===== src/rtl/reaction_pkg.sv =====
// Shared types and constants for the reaction timer controller.
package reaction_pkg;

    localparam logic [1:0] FLAG_CLEAR = 2'b00;
    localparam logic [1:0] FLAG_HOLD  = 2'b01;
    localparam logic [1:0] FLAG_RUN   = 2'b10;

    localparam logic [9:0] MAX_MS = 10'd999;

    typedef enum logic [2:0] {
        IDLE,
        ARMED,
        GO,
        STOP,
        DONE,
        FOUL
    } state_t;

    function automatic logic [1:0] state_flag(input state_t s);
        logic [1:0] f;
        f = FLAG_CLEAR;
        unique case (s)
            GO:         f = FLAG_RUN;
            STOP, DONE: f = FLAG_HOLD;
            default:    f = FLAG_CLEAR;
        endcase
        return f;
    endfunction

endpackage


===== src/rtl/reaction_timer_ctrl_btn_conditioner.sv =====
// Button conditioner: 2-FF synchroniser, ms-tick debounce and rising-edge pulse.
module btn_conditioner #(
    parameter int DEBOUNCE_MS = 10
) (
    input  logic clk,
    input  logic rst_n,
    input  logic ms_tick,
    input  logic btn_raw,
    output logic pulse
);

    localparam int DW = $clog2(DEBOUNCE_MS + 1);

    logic          s1_q, s1_d;
    logic          s2_q, s2_d;
    logic          stable_q, stable_d;
    logic          prev_q, prev_d;
    logic [DW-1:0] cnt_q, cnt_d;

    always_comb begin
        s1_d     = btn_raw;
        s2_d     = s1_q;
        stable_d = stable_q;
        cnt_d    = cnt_q;
        prev_d   = stable_q;
        // a level change is accepted only after DEBOUNCE_MS ticks of persistence
        if (s2_q == stable_q) begin
            cnt_d = '0;
        end else if (ms_tick) begin
            if (cnt_q == DW'(DEBOUNCE_MS - 1)) begin
                stable_d = s2_q;
                cnt_d    = '0;
            end else begin
                cnt_d = cnt_q + DW'(1);
            end
        end
    end

    always_ff @(posedge clk) begin
        if (!rst_n) begin
            s1_q     <= 1'b0;
            s2_q     <= 1'b0;
            stable_q <= 1'b0;
            prev_q   <= 1'b0;
            cnt_q    <= '0;
        end else begin
            s1_q     <= s1_d;
            s2_q     <= s2_d;
            stable_q <= stable_d;
            prev_q   <= prev_d;
            cnt_q    <= cnt_d;
        end
    end

    assign pulse = stable_q & ~prev_q;

endmodule


===== src/rtl/reaction_timer_ctrl.sv =====
// Reaction timer control FSM: random wait, go lamp, ms counter control,
// result latch, false-start and best-time tracking.
module reaction_timer_ctrl
    import reaction_pkg::*;
#(
    parameter int          CLK_PER_MS   = 50000,
    parameter int          DEBOUNCE_MS  = 10,
    parameter int          DELAY_MIN_MS = 1000,
    parameter logic [15:0] LFSR_SEED    = 16'hACE1
) (
    input  logic       clk_50M,
    input  logic       rst_n,
    input  logic       btn_start,
    input  logic       btn_react,
    input  logic [9:0] counter_value,
    output logic [1:0] counter_flag,
    output logic       led_go,
    output logic [9:0] result,
    output logic       result_valid,
    output logic       timeout,
    output logic       false_start,
    output logic [9:0] best
);

    localparam int PW = $clog2(CLK_PER_MS + 1);

    logic [PW-1:0] presc_q, presc_d;
    logic          ms_tick;
    logic [15:0]   lfsr_q, lfsr_d;
    logic          start_p;
    logic          react_p;

    state_t        state_q, state_d;
    logic [11:0]   wait_q, wait_d;
    logic          stop_q, stop_d;
    logic          arm;

    logic [1:0]    flag_q, flag_d;
    logic          led_go_q, led_go_d;
    logic [9:0]    result_q, result_d;
    logic          valid_q, valid_d;
    logic          timeout_q, timeout_d;
    logic          fs_q, fs_d;
    logic [9:0]    best_q, best_d;

    btn_conditioner #(.DEBOUNCE_MS(DEBOUNCE_MS)) u_btn_start (
        .clk     (clk_50M),
        .rst_n   (rst_n),
        .ms_tick (ms_tick),
        .btn_raw (btn_start),
        .pulse   (start_p)
    );

    btn_conditioner #(.DEBOUNCE_MS(DEBOUNCE_MS)) u_btn_react (
        .clk     (clk_50M),
        .rst_n   (rst_n),
        .ms_tick (ms_tick),
        .btn_raw (btn_react),
        .pulse   (react_p)
    );

    assign ms_tick = (presc_q == PW'(CLK_PER_MS - 1));

    always_comb begin
        presc_d = ms_tick ? '0 : presc_q + PW'(1);
        lfsr_d  = {lfsr_q[14:0],
                   lfsr_q[15] ^ lfsr_q[13] ^ lfsr_q[12] ^ lfsr_q[10]};
    end

    always_comb begin
        state_d   = state_q;
        wait_d    = wait_q;
        stop_d    = stop_q;
        arm       = 1'b0;
        result_d  = result_q;
        valid_d   = valid_q;
        timeout_d = timeout_q;
        fs_d      = fs_q;
        best_d    = best_q;

        unique case (state_q)
            IDLE, DONE, FOUL: begin
                if (start_p) arm = 1'b1;
            end
            ARMED: begin
                if (react_p) begin
                    state_d = FOUL;
                    fs_d    = 1'b1;
                end else if (wait_q == '0) begin
                    state_d = GO;
                end else if (ms_tick) begin
                    wait_d = wait_q - 12'd1;
                end
            end
            GO: begin
                // saturation wins over a simultaneous react press
                if (counter_value == MAX_MS) begin
                    state_d   = STOP;
                    timeout_d = 1'b1;
                    stop_d    = 1'b0;
                end else if (react_p) begin
                    state_d = STOP;
                    stop_d  = 1'b0;
                end
            end
            STOP: begin
                if (stop_q) begin
                    state_d  = DONE;
                    result_d = counter_value;
                    valid_d  = 1'b1;
                    if (!timeout_q && counter_value < best_q) begin
                        best_d = counter_value;
                    end
                end else begin
                    stop_d = 1'b1;
                end
            end
            default: state_d = IDLE;
        endcase

        if (arm) begin
            state_d   = ARMED;
            wait_d    = 12'(DELAY_MIN_MS) + {1'b0, lfsr_q[10:0]};
            valid_d   = 1'b0;
            timeout_d = 1'b0;
            fs_d      = 1'b0;
        end

        // outputs follow the next state so they change on the same edge
        flag_d   = state_flag(state_d);
        led_go_d = (state_d == GO);
    end

    always_ff @(posedge clk_50M) begin
        if (!rst_n) begin
            presc_q   <= '0;
            lfsr_q    <= LFSR_SEED;
            state_q   <= IDLE;
            wait_q    <= '0;
            stop_q    <= 1'b0;
            flag_q    <= FLAG_CLEAR;
            led_go_q  <= 1'b0;
            result_q  <= '0;
            valid_q   <= 1'b0;
            timeout_q <= 1'b0;
            fs_q      <= 1'b0;
            best_q    <= MAX_MS;
        end else begin
            presc_q   <= presc_d;
            lfsr_q    <= lfsr_d;
            state_q   <= state_d;
            wait_q    <= wait_d;
            stop_q    <= stop_d;
            flag_q    <= flag_d;
            led_go_q  <= led_go_d;
            result_q  <= result_d;
            valid_q   <= valid_d;
            timeout_q <= timeout_d;
            fs_q      <= fs_d;
            best_q    <= best_d;
        end
    end

    assign counter_flag = flag_q;
    assign led_go       = led_go_q;
    assign result       = result_q;
    assign result_valid = valid_q;
    assign timeout      = timeout_q;
    assign false_start  = fs_q;
    assign best         = best_q;

endmodule


===== config.mk =====
export PLATFORM = sky130hd
export DESIGN_NAME = reaction_timer_ctrl
export DESIGN_NICKNAME = d
export VERILOG_FILES = /design/src/rtl/reaction_pkg.sv /design/src/rtl/reaction_timer_ctrl_btn_conditioner.sv /design/src/rtl/reaction_timer_ctrl.sv
export SDC_FILE = /design/constraint.sdc
export NUM_CORES = 1
export LEC_CHECK = 0
export CORE_MARGIN = 2
export CORE_UTILIZATION = 51
export CTS_CLUSTER_DIAMETER = 50
export DETAILED_ROUTE_END_ITERATION = 6
export GPL_ROUTABILITY_DRIVEN = 0
export PLACE_DENSITY_LB_ADDON = 0.1
export RECOVER_POWER = 100
export SYNTH_ARGS = -nofsm -noshare
export SYNTH_HDL_FRONTEND = slang
export SYNTH_SLANG_ARGS = --single-unit

===== constraint.sdc =====
create_clock -name clk_50M -period 2.25 [get_ports clk_50M]
set_clock_uncertainty 0.05 [all_clocks]
set_input_delay 0.45 -clock clk_50M [delete_from_list [all_inputs] [get_ports clk_50M]]
set_output_delay 0.45 -clock clk_50M [all_outputs]
set_load 0.05 [all_outputs]

==> results.sh, run 1 <==
export IMPL_run_status="finished, violations left"
export IMPL_violations="setup timing"
export IMPL_finalSetupViolCount=16
export IMPL_postSynth_topFlopCell="sky130_fd_sc_hd__dfxtp_1"
export IMPL_die_ht_um=92.55
export IMPL_worst_r2r_path_depth=7
export IMPL_synth_warning_count=0
export IMPL_cp_required_ns=2.44
export IMPL_timing_final_ws_setup_ns=-0.1274
export IMPL_finalWirelength_mm=8.463
export IMPL_gr_usage_total=0.2059
export IMPL_timing_final_hold_violations=0
export IMPL_path_depth=7
export IMPL_slowest_stage="sky130_fd_sc_hd__or4_4"
export IMPL_avgSynthCellArea_um2=8.769
export IMPL_grt_pass1_vias=3162
export IMPL_synth_top_family_by_area="simple AND/OR/NAND/NOR gates"
export IMPL_synth_compound_gate_area_share=0.09606
export IMPL_worstPathBufferInverterCount=1
export IMPL_max_freq_ghz=0.4206
export IMPL_drc=0
export IMPL_clk_transition_reported_paths_ns=0.09
export IMPL_static_leakage_power_uw=0.002056
export IMPL_share_of_synthesized_cell_area_in_and_or_nand_and_nor_gates=0.2672
export IMPL_critPathTopFamily="simple AND/OR/NAND/NOR gates"
export IMPL_post_synthesis_share_of_cell_area_spent_on_full_adders_half_adders_and_majority_gates=0.03755
export IMPL_max_slew_margin_rel=0.4884
export IMPL_timing_critical_path_to_type="flop"
export IMPL_max_clock_path_buffers=2
export IMPL_cts_sinks=90
export IMPL_async_reset_ff_frac=0
export IMPL_tritoncts_num_buffers=9
export IMPL_dpl_worst_slack_ns=-0.2521
export IMPL_die_x_um=92.55
export IMPL_critPathMaxFanout=7
export IMPL_rr_endpoint="wait_q[8]"
export IMPL_fillerInstances=650
export IMPL_buffer_cell_driving_the_clock_tree_root="sky130_fd_sc_hd__clkbuf_8"
export IMPL_dr_total_vias=3340
export IMPL_first_pass_grt_wire_length_mm=14.32
export IMPL_dp_hpwl_mm=6.146
export IMPL_clk_insertion_delay_late_ns=0.36
export IMPL_detail_route_iter0_violations=119
export IMPL_design_die_area_mm2=0.008566
export IMPL_port_buffer_count=39
export IMPL_crit_start="wait_q[5]"
export IMPL_grt_setup_unrepaired="true"
export IMPL_antenna_violating_nets_post_route=0
export IMPL_ff2ff_setup_slack_ns=-0.13
export IMPL_max_cap_violations=0
export IMPL_min_period_over_period=1.057
export IMPL_min_delay_path_class="reg -> reg"
export IMPL_vias_per_cell=5.154
export IMPL_cts_tree="built"
export IMPL_synth_cell_types=51
export IMPL_power_density_mw_per_mm2=576.3
export IMPL_syn_nets=482
export IMPL_share_of_synthesized_area_spent_on_multiplexers=0.03004
export IMPL_timing_critical_path_arrival_ns=2.57
export IMPL_min_period_ns=2.377
export IMPL_detail_route_wl_per_cell_um=13.06
export IMPL_yosysSeqAreaShare=0.4506
export IMPL_gr_total_overflow=0
export IMPL_antenna_cells=0
export IMPL_cp_start_kind="flop"
export IMPL_row_count=32
export IMPL_min_path_cells=1
export IMPL_fraction_of_final_layout_cells_sized_beyond_drive_strength_1=0.1465
export IMPL_worstReg2RegStart="wait_q[5]"
export IMPL_count_of_flip_flops_with_a_built_in_enable_after_synthesis=0
export IMPL_io_pin_count=40
export IMPL_flow_area_growth_from_synthesis_pct=26.78
export IMPL_nets=567
export IMPL_first_pass_iters=4
export IMPL_crit_path_category="reg -> reg"
export IMPL_htree_num_levels=3
export IMPL_layout_core_utilization=0.6630
export IMPL_grt_antenna_before_repair=0
export IMPL_synth_ff_latch_count=90
export IMPL_synthXorXnorAreaFrac=0.08542
export IMPL_pin_count_of_the_biggest_net_entering_global_routing=37
export IMPL_timing_worst_slew_pin_value_ns=0.7674
export IMPL_floorplan_initialDensity=0.5229
export IMPL_post_synth_main_area_contributors="sky130_fd_sc_hd__dfxtp_1 45%, sky130_fd_sc_hd__nor2_1 5.7%, sky130_fd_sc_hd__nand2_1 5.2%"
export IMPL_ir_drop_v=0.0004259
export IMPL_cells_after_synth=456
export IMPL_synth_largest_area_cell="sky130_fd_sc_hd__dfxtp_1"
export IMPL_critical_path_max_stage_delay_ns=0.53
export IMPL_core_area_mm2=0.007647
export IMPL_synth_top_area_share=0.4506
export IMPL_report_final_slew_viol_count=0
export IMPL_timing_critical_path_to="wait_q[8]"
export IMPL_critical_path_cell_chain="or4_4, or4b_4, o311a_4, buf_4, nand3_1, xor2_1, a21oi_1"
export IMPL_cts_hold_buf=0
export IMPL_area_of_the_mapped_netlist_mm2=0.003999
[layout make-up]
cell class | count | area (µm²) | area share
Sequential cell | 90 | 1805 | 0.3561
Multi-Input combinational cell | 333 | 2117 | 0.4176
Inverter | 18 | 67.56 | 0.01333
Timing Repair Buffer | 89 | 750.7 | 0.1481
Tap cell | 102 | 127.6 | 0.02517
Clock buffer | 10 | 127.6 | 0.02517
Clock inverter | 6 | 73.82 | 0.01456
[power breakdown]
part / internal (µW) / switching (µW)
sequential: 1620 / 18.7
combinational: 75.6 / 71.7
clock: 528 / 608
[routing by layer]
layer  GRT usage  wire length (µm)
met3     0.03743               239
met4     0.07214               125
met2      0.3400              3989
met5           0                 0
met1      0.2710              4110
[worst min-delay path by stage]
stage,startpoint,endpoint,slack (ns)
after floorplan,lfsr_q[14],lfsr_q[15],0.34
after global placement,lfsr_q[14],lfsr_q[15],0.34
after detailed placement,lfsr_q[14],lfsr_q[15],0.35
after CTS,lfsr_q[14],lfsr_q[15],0.38
after global routing,lfsr_q[14],lfsr_q[15],0.39
final,lfsr_q[14],lfsr_q[15],0.37
[synth_stat cells (5+ instances only)]
cell / instances
sky130_fd_sc_hd__nand2b_1: 13
sky130_fd_sc_hd__o21ai_0: 13
sky130_fd_sc_hd__xnor2_1: 18
sky130_fd_sc_hd__clkbuf_1: 12
sky130_fd_sc_hd__inv_1: 17
sky130_fd_sc_hd__nand4b_1: 5
sky130_fd_sc_hd__nor2_1: 61
sky130_fd_sc_hd__dfxtp_1: 90
sky130_fd_sc_hd__and2_1: 14
sky130_fd_sc_hd__mux2i_1: 12
sky130_fd_sc_hd__nor3_1: 9
sky130_fd_sc_hd__and3_1: 9
sky130_fd_sc_hd__xor2_1: 21
sky130_fd_sc_hd__ha_1: 12
sky130_fd_sc_hd__a21oi_1: 24
sky130_fd_sc_hd__nand2_1: 55
sky130_fd_sc_hd__nand3_1: 15
[cells in the final DEF (no fill, tap or decap), types with 10 or more instances in the layout]
cell type / netlist / routed
sky130_fd_sc_hd__dfxtp_1: 90 / 87
sky130_fd_sc_hd__nor2_1: 61 / 60
sky130_fd_sc_hd__nand2_1: 55 / 53
sky130_fd_sc_hd__buf_4: 0 / 40
sky130_fd_sc_hd__dlygate4sd3_1: 0 / 27
sky130_fd_sc_hd__a21oi_1: 24 / 24
sky130_fd_sc_hd__xor2_1: 21 / 21
sky130_fd_sc_hd__xnor2_1: 18 / 18
sky130_fd_sc_hd__inv_1: 17 / 17
sky130_fd_sc_hd__nand2b_1: 13 / 13
sky130_fd_sc_hd__nand3_1: 15 / 13
sky130_fd_sc_hd__o21ai_0: 13 / 12
sky130_fd_sc_hd__mux2i_1: 12 / 12
sky130_fd_sc_hd__ha_1: 12 / 12
sky130_fd_sc_hd__clkdlybuf4s50_1: 0 / 12
sky130_fd_sc_hd__and2_1: 14 / 10
sky130_fd_sc_hd__clkbuf_8: 0 / 10
[cells by family after synthesis]
| group | Yosys count |
|---|---|
| and+or+nand+nor | 210 |
| xor gates and xnor gates | 39 |
| muxes | 12 |
| buffers and inverters | 33 |
| adders and majority gates | 12 |
| DFF | 90 |
| AOI/OAI and AO/OA | 60 |
[registers in the layout, summed over array words and instances, names as in the netlist, 2 cells and up]
register / count
best: 10
counter_flag: 2
lfsr_q: 16
presc_q: 16
result: 10
state_q: 3
u_btn_react.cnt_q: 4
u_btn_start.cnt_q: 4
wait_q: 12
[through the flow]
step	hold WS [ns]	TNS (ns)	power, µW	cells	cell area [µm²]
after floorplan	0.3363	-0.2273	1750	456	4010
after global placement	0.3445	-2.475	1827	629	4827
after detailed placement	0.3463	-3.163	1829	629	4827
after CTS	0.3758	-0.8881	2953	647	5065
after global routing	0.3929	-2.739	3020	648	5070
final	0.3676	-0.9125	2922	648	5070
[timing repair]
item                                    4_1_cts  5_1_grt
gates resized for setup                       4       11
endpoints found under the hold margin         0        0
endpoints found under the setup margin       16       27
setup buffers                                 2        1
pin swaps                                     1       11
Note: power is estimated with default switching activity, not from simulation.
==> inputs of run 2 (changes only) <==
--- a/config.mk
+++ b/config.mk
@@ -6,5 +6,4 @@
 export NUM_CORES = 1
 export LEC_CHECK = 0
-export CORE_MARGIN = 2
 export CORE_UTILIZATION = 51
 export CTS_CLUSTER_DIAMETER = 50
--- a/constraint.sdc
+++ b/constraint.sdc
@@ -3,3 +3,3 @@
 set_input_delay 0.45 -clock clk_50M [delete_from_list [all_inputs] [get_ports clk_50M]]
 set_output_delay 0.45 -clock clk_50M [all_outputs]
-set_load 0.05 [all_outputs]
+set_load 0.005 [all_outputs]
==> run 2 against run 1 <==
The flow still finishes with violations (setup timing). Routed wire length down 0.95%. Sequential power about the same. Total power decreased by 2.0%.
==> results.sh, run 2 (synthesis results as in run 1) <==
export IMPL_layout_cells_most_common="sky130_fd_sc_hd__dfxtp_1"
export IMPL_largest_regs="lfsr_q: 16 flops, presc_q: 16 flops, wait_q: 12 flops"
export IMPL_clk_insertion_delay_late_ns=0.36
export IMPL_most_common_layout_cells="89 x sky130_fd_sc_hd__dfxtp_1, 60 x sky130_fd_sc_hd__nor2_1, 55 x sky130_fd_sc_hd__nand2_1, 38 x sky130_fd_sc_hd__buf_4, 27 x sky130_fd_sc_hd__dlygate4sd3_1"
export IMPL_cp_required_ns=2.42
export IMPL_slowest_stage="sky130_fd_sc_hd__or4_4"
export IMPL_violations="setup timing"
export IMPL_grt_setup_unrepaired="true"
export IMPL_detail_route_wl_per_cell_um=13.06
export IMPL_min_delay_start="lfsr_q[14]"
export IMPL_max_clock_path_buffers=2
export IMPL_max_slew_margin_rel=0.5211
export IMPL_timing_critical_path_arrival_ns=2.48
export IMPL_fraction_of_final_layout_cells_sized_beyond_drive_strength_1=0.1418
export IMPL_timing_worst_slew_pin_value_ns=0.7184
export IMPL_io_pin_count=40
export IMPL_p_total_uw=2863
export IMPL_max_freq_ghz=0.4331
export IMPL_cts_sinks=90
export IMPL_timing_critical_path_to_type="flop"
export IMPL_nets=564
export IMPL_crit_path_category="reg -> reg"
export IMPL_worstPathBufferInverterCount=0
export IMPL_core_area_mm2=0.007408
export IMPL_drc=0
export IMPL_critical_path_max_stage_delay_ns=0.53
export IMPL_static_leakage_power_uw=0.002036
export IMPL_power_density_mw_per_mm2=568.0
export IMPL_htree_num_levels=3
export IMPL_layout_core_utilization=0.6803
export IMPL_min_delay_path_class="reg -> reg"
export IMPL_dr_total_vias=3328
export IMPL_ff2ff_setup_slack_ns=-0.06
export IMPL_grt_antenna_before_repair=0
export IMPL_pin_count_of_the_biggest_net_entering_global_routing=37
export IMPL_crit_start="wait_q[5]"
export IMPL_flow_area_growth_from_synthesis_pct=26.03
export IMPL_fillerInstances=620
export IMPL_critical_path_cell_chain="or4_4, or4b_4, o311a_4, nand4b_1, xor2_1, a21oi_1"
export IMPL_ir_drop_v=0.0004016
export IMPL_antenna_cells=0
export IMPL_first_pass_iters=4
export IMPL_timing_final_hold_violations=0
export IMPL_finalWirelength_mm=8.383
export IMPL_run_status="finished, violations left"
export IMPL_final_cell_area_mm2=0.005040
export IMPL_die_ht_um=90.55
export IMPL_critPathTopFamily="simple AND/OR/NAND/NOR gates"
export IMPL_dp_hpwl_mm=6.192
export IMPL_min_period_over_period=1.026
export IMPL_cp_start_kind="flop"
export IMPL_cts_hold_buf=0
export IMPL_clk_transition_reported_paths_ns=0.09
export IMPL_cts_tree="built"
export IMPL_gr_total_overflow=0
export IMPL_critPathMaxFanout=5
export IMPL_grt_pass1_vias=3207
export IMPL_min_period_ns=2.309
export IMPL_floorplan_initialDensity=0.5398
export IMPL_timing_final_ws_setup_ns=-0.05872
export IMPL_port_buffer_count=39
export IMPL_finalSetupViolCount=7
export IMPL_design_die_area_mm2=0.008199
export IMPL_vias_per_cell=5.184
export IMPL_detail_route_iter0_violations=118
export IMPL_buffer_cell_driving_the_clock_tree_root="sky130_fd_sc_hd__clkbuf_8"
export IMPL_dpl_instance_area_mm2=0.004788
export IMPL_worstReg2RegStart="wait_q[5]"
export IMPL_gr_usage_total=0.2160
export IMPL_first_pass_grt_wire_length_mm=14.43
export IMPL_timing_hold_ws_ns=0.3702
export IMPL_die_x_um=90.55
export IMPL_max_cap_violations=0
export IMPL_tritoncts_num_buffers=9
export IMPL_antenna_violating_nets_post_route=0
export IMPL_row_count=31
export IMPL_report_final_slew_viol_count=0
## run 2: routing by layer
layer	GRT usage	routed length (µm)
met2	0.3516	3837
met3	0.04545	337
met5	0	0
met4	0.06048	89
met1	0.2883	4119
## run 2: metrics by stage
step                setup slack [ns]  std cells  TNS, ns
detailed placement           -0.2577        623   -2.444
finish                      -0.05872        642  -0.2332
CTS                         -0.04292        641  -0.1565
global placement             -0.1669        623   -1.627
floorplan                   -0.05190        456  -0.2557
global route                 -0.1525        642   -2.244
## run 2: area by class of cell
cell class,count,area (µm²),area share
clock buffers,10,137.6,0.02731
clock inverters,6,57.56,0.01142
inverters,18,67.56,0.01341
multi-input cells,334,2126,0.4218
flip-flops and latches,90,1803,0.3577
well taps,99,123.9,0.02458
repair buffers,85,724.4,0.1437
## run 2: worst paths after layout
path	cells after the start	to
hold / removal	1	lfsr_q[15]
setup reg to reg	6	wait_q[5]
setup / recovery	6	wait_q[5]
hold reg to reg	1	lfsr_q[15]
## run 2: timing repair
action / CTS / global route
pin swaps: 5 / 10
setup buffers: 1 / 1
resized for setup: 5 / 10
setup endpoints to repair: 9 / 20
gates cloned: 1 / 0
hold endpoints to repair: 0 / 0
## run 2: power breakdown
part	leakage, µW	switching (µW)	total [µW]	internal, µW
logic	0.00121	72.0	145	73.3
registers	0.000732	19.3	1640	1620
clock network	0.0000949	619	1080	459
